===== src/rtl/jtkunio_romrq_pkg.sv =====
// rtl/jtkunio_romrq_pkg.sv - shared constants for the layer ROM request responder
package jtkunio_romrq_pkg;

  localparam int DEFAULT_SDRAMW = 22;

  // Fetch state encoding
  localparam logic [1:0] ST_IDLE = 2'd0;
  localparam logic [1:0] ST_REQ  = 2'd1;
  localparam logic [1:0] ST_WAIT = 2'd2;

  // SDRAM word-address base of each graphics layer's ROM region
  localparam logic [DEFAULT_SDRAMW-1:0] CHAR_OFFSET = 22'h00_0000;
  localparam logic [DEFAULT_SDRAMW-1:0] SCR_OFFSET  = 22'h04_0000;
  localparam logic [DEFAULT_SDRAMW-1:0] OBJ_OFFSET  = 22'h08_0000;

endpackage


===== src/rtl/jtkunio_romrq_tags.sv =====
// rtl/jtkunio_romrq_tags.sv - two-entry tag/data store with LRU replacement
module jtkunio_romrq_tags #(
  parameter int AW = 17
) (
  input  logic          clk,
  input  logic          rst,
  input  logic          lookup_en,
  input  logic [AW-1:0] lookup_addr,
  output logic          hit,
  output logic [31:0]   hit_data,
  input  logic          fill_en,
  input  logic [AW-1:0] fill_tag,
  input  logic [31:0]   fill_data
);

  logic [1:0]         valid_q, valid_d;
  logic [1:0][AW-1:0] tag_q, tag_d;
  logic [1:0][31:0]   data_q, data_d;
  logic               lru_q, lru_d;
  logic               match0, match1;

  // Lookup on pre-fill contents; entry 0 has priority if both were to match
  always_comb begin
    match0   = valid_q[0] && (tag_q[0] == lookup_addr);
    match1   = valid_q[1] && (tag_q[1] == lookup_addr);
    hit      = match0 || match1;
    hit_data = match0 ? data_q[0] : data_q[1];
  end

  // Next-state: a hit points LRU at the other entry; a fill overrides that
  always_comb begin
    valid_d = valid_q;
    tag_d   = tag_q;
    data_d  = data_q;
    lru_d   = lru_q;
    if (lookup_en && hit) begin
      lru_d = match0;
    end
    if (fill_en) begin
      valid_d[lru_q] = 1'b1;
      tag_d[lru_q]   = fill_tag;
      data_d[lru_q]  = fill_data;
      lru_d          = ~lru_q;
    end
  end

  // Store registers; reset invalidates both entries
  always_ff @(posedge clk) begin
    if (rst) begin
      valid_q <= '0;
      tag_q   <= '0;
      data_q  <= '0;
      lru_q   <= 1'b0;
    end else begin
      valid_q <= valid_d;
      tag_q   <= tag_d;
      data_q  <= data_d;
      lru_q   <= lru_d;
    end
  end

endmodule


===== src/rtl/jtkunio_romrq.sv =====
// rtl/jtkunio_romrq.sv - cached ROM responder between a graphics layer and its SDRAM slot
module jtkunio_romrq
  import jtkunio_romrq_pkg::*;
#(
  parameter int                AW     = 17,
  parameter int                SDRAMW = DEFAULT_SDRAMW,
  parameter logic [SDRAMW-1:0] OFFSET = '0
) (
  input  logic              clk,
  input  logic              rst,
  input  logic              rom_cs,
  input  logic [AW-1:0]     rom_addr,
  output logic [31:0]       rom_data,
  output logic              rom_ok,
  output logic [SDRAMW-1:0] sdram_addr,
  output logic              sdram_req,
  input  logic              sdram_ack,
  input  logic              data_dst,
  input  logic              data_rdy,
  input  logic [31:0]       din
);

  logic [1:0]        state_q, state_d;
  logic [AW-1:0]     req_addr_q, req_addr_d;
  logic [SDRAMW-1:0] sdram_addr_q, sdram_addr_d;
  logic              sdram_req_q, sdram_req_d;
  logic              rom_ok_q, rom_ok_d;
  logic [31:0]       rom_data_q, rom_data_d;
  logic              hit;
  logic [31:0]       hit_data;
  logic              fill_en;

  jtkunio_romrq_tags #(
    .AW(AW)
  ) u_tags (
    .clk        (clk),
    .rst        (rst),
    .lookup_en  (rom_cs),
    .lookup_addr(rom_addr),
    .hit        (hit),
    .hit_data   (hit_data),
    .fill_en    (fill_en),
    .fill_tag   (req_addr_q),
    .fill_data  (din)
  );

  // Output staging and the single-outstanding fetch sequencer
  always_comb begin
    state_d      = state_q;
    req_addr_d   = req_addr_q;
    sdram_addr_d = sdram_addr_q;
    sdram_req_d  = sdram_req_q;
    fill_en      = 1'b0;
    rom_ok_d     = rom_cs && hit;
    rom_data_d   = (rom_cs && hit) ? hit_data : rom_data_q;
    case (state_q)
      ST_IDLE: begin
        if (rom_cs && !hit) begin
          req_addr_d   = rom_addr;
          sdram_addr_d = OFFSET + SDRAMW'(rom_addr);
          sdram_req_d  = 1'b1;
          state_d      = ST_REQ;
        end
      end
      ST_REQ: begin
        if (sdram_ack) begin
          sdram_req_d = 1'b0;
          state_d     = ST_WAIT;
        end
      end
      ST_WAIT: begin
        if (data_dst && data_rdy) begin
          fill_en = 1'b1;
          state_d = ST_IDLE;
        end
      end
      default: state_d = ST_IDLE;
    endcase
  end

  // Registered outputs and fetch state
  always_ff @(posedge clk) begin
    if (rst) begin
      state_q      <= ST_IDLE;
      req_addr_q   <= '0;
      sdram_addr_q <= '0;
      sdram_req_q  <= 1'b0;
      rom_ok_q     <= 1'b0;
      rom_data_q   <= '0;
    end else begin
      state_q      <= state_d;
      req_addr_q   <= req_addr_d;
      sdram_addr_q <= sdram_addr_d;
      sdram_req_q  <= sdram_req_d;
      rom_ok_q     <= rom_ok_d;
      rom_data_q   <= rom_data_d;
    end
  end

  assign rom_ok     = rom_ok_q;
  assign rom_data   = rom_data_q;
  assign sdram_req  = sdram_req_q;
  assign sdram_addr = sdram_addr_q;

endmodule

===== config.mk =====
export PLATFORM = sky130hd
export DESIGN_NAME = jtkunio_romrq
export DESIGN_NICKNAME = d
export VERILOG_FILES = /design/src/rtl/jtkunio_romrq_pkg.sv /design/src/rtl/jtkunio_romrq_tags.sv /design/src/rtl/jtkunio_romrq.sv
export SDC_FILE = /design/constraint.sdc
export NUM_CORES = 1
export LEC_CHECK = 0
export BUFFER_PORTS_ARGS = -buffer_cell sky130_fd_sc_hd__buf_2
export CORE_UTILIZATION = 40
export DETAILED_ROUTE_END_ITERATION = 10
export PLACE_DENSITY_LB_ADDON = 0.1
export REMOVE_ABC_BUFFERS = 1
export SYNTH_ARGS = -nofsm -noshare
export SYNTH_HDL_FRONTEND = slang
export SYNTH_SLANG_ARGS = --single-unit

===== constraint.sdc =====
create_clock -name clk -period 5 [get_ports clk]
set_input_delay 0.5 -clock clk [delete_from_list [all_inputs] [get_ports clk]]
set_output_delay 0.5 -clock clk [all_outputs]
set_load 0.03 [all_outputs]

# Word level (Yosys, flattened, before mapping)
# Cells that the tools add are included.
[totals] in_bits=55 out_inout_bits=56 word_cells=56 reg_bits=154
[classes] bitwise=2 magnitude_cmp=2 muxes=20 eq_ne=7 n_reduce_logical=14
[op_table] op="$bwmux 64" count=1
[op_table] op="$mux 32" count=2
[op_table] op="$bwmux 34" count=1
[op_table] op="$eq 17x17->1" count=2
[op_table] op="$demux 32 s1" count=1
[op_table] op="$demux 17 s1" count=1
[op_table] op="$mux 17" count=1
[op_table] op="$mux 1" count=7
[op_table] op="$logic_and 1x1->1" count=6
[op_table] op="$mux 2" count=3
[op_table] op="$ne 2x2->1 const B" count=3
[op_table] op="$pmux 2 s3" count=1
[op_table] op="$reduce_and 3->1" count=2
[op_table] op="$reduce_bool 2->1" count=2
[op_table] op="$eq 2x1->1 const B" count=1
[op_table] op="$eq 2x2->1 const B" count=1
[op_table] op="$logic_not 2->1" count=1
[op_table] op="$lt 1x2->1 const B" count=1
[op_table] op="$or 2x2->2" count=1
[op_table] op="$pmux 1 s2" count=1
[op_table] op="$reduce_and 2->1" count=1
[op_table] op="$demux 1 s1" count=1
[op_table] op="$ge 1x1->1 const B" count=1
[op_table] op="$logic_not 1->1" count=1
[op_table] op="other kinds (2)" count=2

# Logic depth before layout (Yosys ltp)
[depth] word_depth=7 ltp_mapped=9 mapped_depth_nobuf=6

# Modules after synthesis
# Synthesis repeated with hierarchy kept, for this count alone.
[hier_totals] hier_cells=771 hier_area_um2=6307.3
[by_module_without_submodules] module="jtkunio_romrq_tags" seq_area_each_um2=2021.9 cells_each=533 n_inst=1 area_per_inst_um2=4393.0
[by_module_without_submodules] module="jtkunio_romrq" seq_area_each_um2=1061.0 cells_each=238 n_inst=1 area_per_inst_um2=1914.3

# Worst setup path before layout
# Ideal clock, no wire load.
[synth_path] path_kind="input to register" startpoint="in rom_addr[16]" endpoint="reg req_addr_q[10]" setup_time_ns=0.120 stages=8 n_path_buf=2 arrival_time_ns=2.114 t_required_ns=4.880 path_slack_ns=2.766 path_cell_list="xor2_1 > or4_1 > nor3_2 > nand4_2 > and3_1 > buf_6 > buf_6 > mux2i_1"
[synth_between] elab_chain_len=6 word_cells_on_any_way=8 cone_classes="eq/ne (2); reduce/logical (6)"
[synth_lines] element="from (decl)" line_no="jtkunio_romrq.sv:12" source="input logic [AW-1:0] rom_addr,"
[synth_lines] element="$eq 17x17->1 (on tied branches)" line_no="jtkunio_romrq_tags.sv:24, jtkunio_romrq_tags.sv:25"
[synth_lines] element="$logic_and 1x1->1 (on tied branches)" line_no="jtkunio_romrq_tags.sv:24, jtkunio_romrq_tags.sv:25"
[synth_lines] element="$logic_or 1x1->1 (*)" line_no="jtkunio_romrq_tags.sv:26" source="hit = match0 || match1;"
[synth_lines] element="$logic_not 1->1 (*)" line_no="jtkunio_romrq.sv:58" source="if (rom_cs && !hit) begin"
[synth_lines] element="$logic_and 1x1->1 (*)" line_no="jtkunio_romrq.sv:58"
[synth_lines] element="$reduce_and 2->1 (no line) (*)"
[synth_lines] element="to (signal assigned)" line_no="jtkunio_romrq.sv:92" source="req_addr_q <= req_addr_d;"
[synth_lines] element="to (decl)" line_no="jtkunio_romrq.sv:24" source="logic [AW-1:0] req_addr_q, req_addr_d;"
# Mark *: on every way between the ends. The rest lies on a longest branch, timed or not.
# A chain may end at the register's enable or synchronous reset.

# Worst setup path after layout
[layout_path] startpoint="reg u_tags.tag_q[10] in the netlist's numbering" endpoint="reg rom_data_q[21] (netlist: rom_data[21])"
[layout_between] elab_chain_len=4 word_cells_on_any_way=5 cone_classes="eq/ne (1); mux (1); reduce/logical (3)"
[layout_lines] element="from (decl)" line_no="jtkunio_romrq_tags.sv:17" source="logic [1:0][AW-1:0] tag_q, tag_d;"
[layout_lines] element="from (signal assigned)" line_no="jtkunio_romrq_tags.sv:56" source="tag_q <= tag_d;"
[layout_lines] element="$eq 17x17->1 (*)" line_no="jtkunio_romrq_tags.sv:24" source="match0 = valid_q[0] && (tag_q[0] == lookup_addr);"
[layout_lines] element="$logic_and 1x1->1 (*)" line_no="jtkunio_romrq_tags.sv:24"
[layout_lines] element="$logic_or 1x1->1" line_no="jtkunio_romrq_tags.sv:26"
[layout_lines] element="$logic_and 1x1->1" line_no="jtkunio_romrq.sv:55" source="rom_data_d = (rom_cs && hit) ? hit_data : rom_data_q;"
[layout_lines] element="to (signal assigned)" line_no="jtkunio_romrq.sv:96" source="rom_data_q <= rom_data_d;"
[layout_lines] element="to (decl)" line_no="jtkunio_romrq.sv:28" source="logic [31:0] rom_data_q, rom_data_d;"
# Marks and branches as above.

==> metrics.md <==
| Metric | Value |
|---|---|
| Worst setup path startpoint | u_tags.tag_q[10] |
| Post-CTS Resized | 0 |
| Reg power frac | 0.462 |
| Mean Syn Cell Area | 8.44 sq um |
| Min-delay worst type | primary input to flop |
| XOR/XNOR Fraction of Synth Area | 0.0473 |
| Post-Synth Simple-Gate Area | 0.215 |
| Ranking of synthesized cells by area | dfxtp_1, nand2_1, a21oi_1 |
| Synth top area share | 0.490 |
| Switching share of total power | 0.225 |
| Adder-Cell Fraction of Synth Area | 0 |
| Logic pwr share | 0.058 |
| Main combinational cell family by area after synthesis | simple AND/OR/NAND/NOR gates |
| CTS buffer count | 17 |
| Grt total ovfl | 0 |
| Worst slew margin | 0.204 |
| R2r startpoint | u_tags.tag_q[10] |
| YS warnings | 0 |
| Net Sw Power | 613 uW |
| CTS Sinks | 154 |
| Initial antenna violation count | 0 |
| Ant diodes | 0 |
| Clock-pin slew on the worst setup and hold paths | 60 ps |
| Number of enable flip-flop cells after synthesis | 0 |
| Worst Path Max Fanout | 35 |
| Setup Skew | 8.74 ps |
| Placed cell areas | 6920 sq um |
| Async S/R FF share, synth | 0 |
| Filler instances | 1514 |
| Largest net degree at the start of global routing | 98 |
| Clock buffer depth | 2 |
| Critical Path End Type | flop |
| Setup_tns | 0 ps |
| Commonest cells in the synthesized netlist | nand2_1, dfxtp_1, a21oi_1 |
| Mapped Cells | 746 |
| Crit Reg-Reg Endpoint | rom_data[21] |
| PortBufs | 105 |
| Cells along the critical path | xor2_1 -> nor4_1 -> nand3_1 -> or2_2 -> buf_4 -> a21oi_4 -> a211oi_1 |
| Area growth from synthesis to layout | 19.6% |
| Worst setup path endpoint | rom_data[21] |
| Number of DRC markers in iteration 0 | 308 |
| WL final | 15800 um |
| Fin area | 7530 sq um |
| DRC Markers | 0 |
| CTS Hold Bufs | 0 |
| Critical Path RT | 5240 ps |
| Power Total | 2720 uW |
| Root buffer cell | clkbuf_16 |
| Compound-Gate Fraction of Synth Area | 0.127 |
| Setup CP Type | flop to flop |
| Post-synth top area cell | dfxtp_1 |
| Core Region | 15300 sq um |
| Int Power | 2110 uW |
| First-pass GRT wire length | 25600 um |
| Max Slew Vio Count | 0 |
| Post-layout min period | 2900 ps |
| Register area share after synthesis | 0.490 |
| Max Clk Rate | 345 MHz |
| Synthesized area | 6300 sq um |
| Die footprint | 16200 sq um |
| Count leader, synth | nand2_1 |
| Die Height | 127 um |
| CTS tree | yes |
| Pwr Density | 362 nW/um^2 |
| GRT Total Usage | 0.203 |
| FF-to-FF path depth | 7 |
| Clock power share | 0.480 |
| Routability cong. | 0.789 |
| Slowest CP cell | a21oi_4 |
| Layout cells sized above 1 | 0.177 |
| Final Hold Vio Count | 0 |
| Post-DP HPWL | 9690 um |
| # rows | 45 |
| WHS Path Cells | 3 |
| Crit path largest cell delay | 910 ps |
| Postcts setup bufs | 0 |
| Routed WL per cell | 15.1 um |
| DRT Pass-1 Iters | 4 |
| Worst vdd ir | 0.226 mV |
| Crit path DAT | 3140 ps |
| Crit share post-route | 0.580 |
| Synth Register Bits | 154 |
| I/O pin count | 111 |
| Leakage | 0.00295 uW |
| Status | finished, final reports clean |
| Vias in the first global route | 5010 |
| Max-Cap Viols | 0 |
| Setup Viol. Count Final | 0 |
| Worst slew pin tran | 1190 ps |
| Clk_lat worst skew | 420 ps |
| R2r setup slk | 2100 ps |
| Starting Density | 0.413 |
| Top FF cell, synth | dfxtp_1 |
| # nets final | 877 |
| Antenna Violating Nets Remaining | 0 |
| Vias | 5301 |
| Htree depth | 4 |
| Routed vias/inst | 5.07 |
| Fin util | 0.494 |
| Unrepaired setup endpoints after global routing | no |
| Die W | 127 um |
| Multiplexer share of the synthesized area | 0.0779 |
| Distinct cells, synth | 34 |
| CP Launch Type | flop |
-- flip-flops by register name, summed over array words and instances (netlist names) --
signal	count
req_addr_q	17
rom_data	32
rom_ok	1
sdram_req	1
state_q	2
u_tags.data_q	64
u_tags.lru_q	1
u_tags.tag_q	34
u_tags.valid_q	2
-- final cells by class --
type	count	area, sq um	area share
clock buffer	22	464	0.0616
clock inverter	10	143	0.0189
inverter	3	11.3	0.00150
multi-input combinational	536	3000	0.398
sequential	154	3080	0.409
tap	211	264	0.0351
timing repair buffer	110	566	0.0751
-- stage by stage --
stage                     hold slack [ps]  worst slack (ps)  std cells
after floorplan                       430              2150        693
after global placement                441              1780       1014
after detailed placement              446              1710       1014
after CTS                             314              2040       1046
after global routing                  327              1900       1046
final                                 332              2100       1046
-- power groups by stage --
stage          Clock (uW)  Combinational (uW)  Sequential [uW]
2_1_floorplan           0                57.1             1300
3_3_place_gp            0                 158             1280
3_5_place_dp            0                 160             1280
4_1_cts              1340                 160             1260
5_1_grt              1390                 173             1260
6_report             1310                 158             1260
-- per-layer routing --
layer / up-vias / wire length, um / track usage
met5: - / 0 / 0
met4: 0 / 301 / 0.0714
met3: 23 / 822 / 0.0469
met2: 144 / 7570 / 0.339
met1: 2500 / 7110 / 0.256
li1: 2634 / - / -
-- critical path: cells and delay by family, from the launching register on --
kind                      cells  cell delay (ps)
AOI/OAI and AO/OA             2             1080
xor gates and xnor gates      1              190
buffers and inverters         1              340
DFF                           1              320
and+or+nand+nor               3              780
-- worst min-delay path by stage --
stage                            startpoint  slack, ps                end
after floorplan            u_tags.data_q[0]        430   u_tags.data_q[0]
after global placement    u_tags.data_q[20]        440  u_tags.data_q[20]
after detailed placement   u_tags.data_q[5]        450   u_tags.data_q[5]
after CTS                           din[17]        310  u_tags.data_q[17]
after global routing                din[27]        330  u_tags.data_q[27]
final                               din[29]        330  u_tags.data_q[61]
-- logic make-up (layout without fill, tap and decap cells) --
| group | Yosys count | count (layout) |
|---|---|---|
| AOI/OAI and AO/OA | 140 | 140 |
| buffers and inverters | 60 | 145 |
| DFF | 154 | 154 |
| muxes | 49 | 49 |
| xor gates and xnor gates | 34 | 34 |
| and+or+nand+nor | 308 | 308 |
| other | 1 | 5 |
-- placed cells by master, fill, tap and decap left out, types with 6 or more instances in the layout --
cell | netlist | routed
a21oi_1 | 99 | 99
nor4_1 | 7 | 7
clkbuf_16 | 0 | 17
nor2_1 | 39 | 38
buf_2 | 7 | 104
buf_4 | 5 | 6
nand2_1 | 199 | 198
xor2_1 | 20 | 20
mux2i_1 | 49 | 49
dfxtp_1 | 154 | 154
nand2b_1 | 35 | 34
a211oi_1 | 35 | 35
xnor2_1 | 14 | 14
Note: power is estimated with default switching activity, not from simulation.
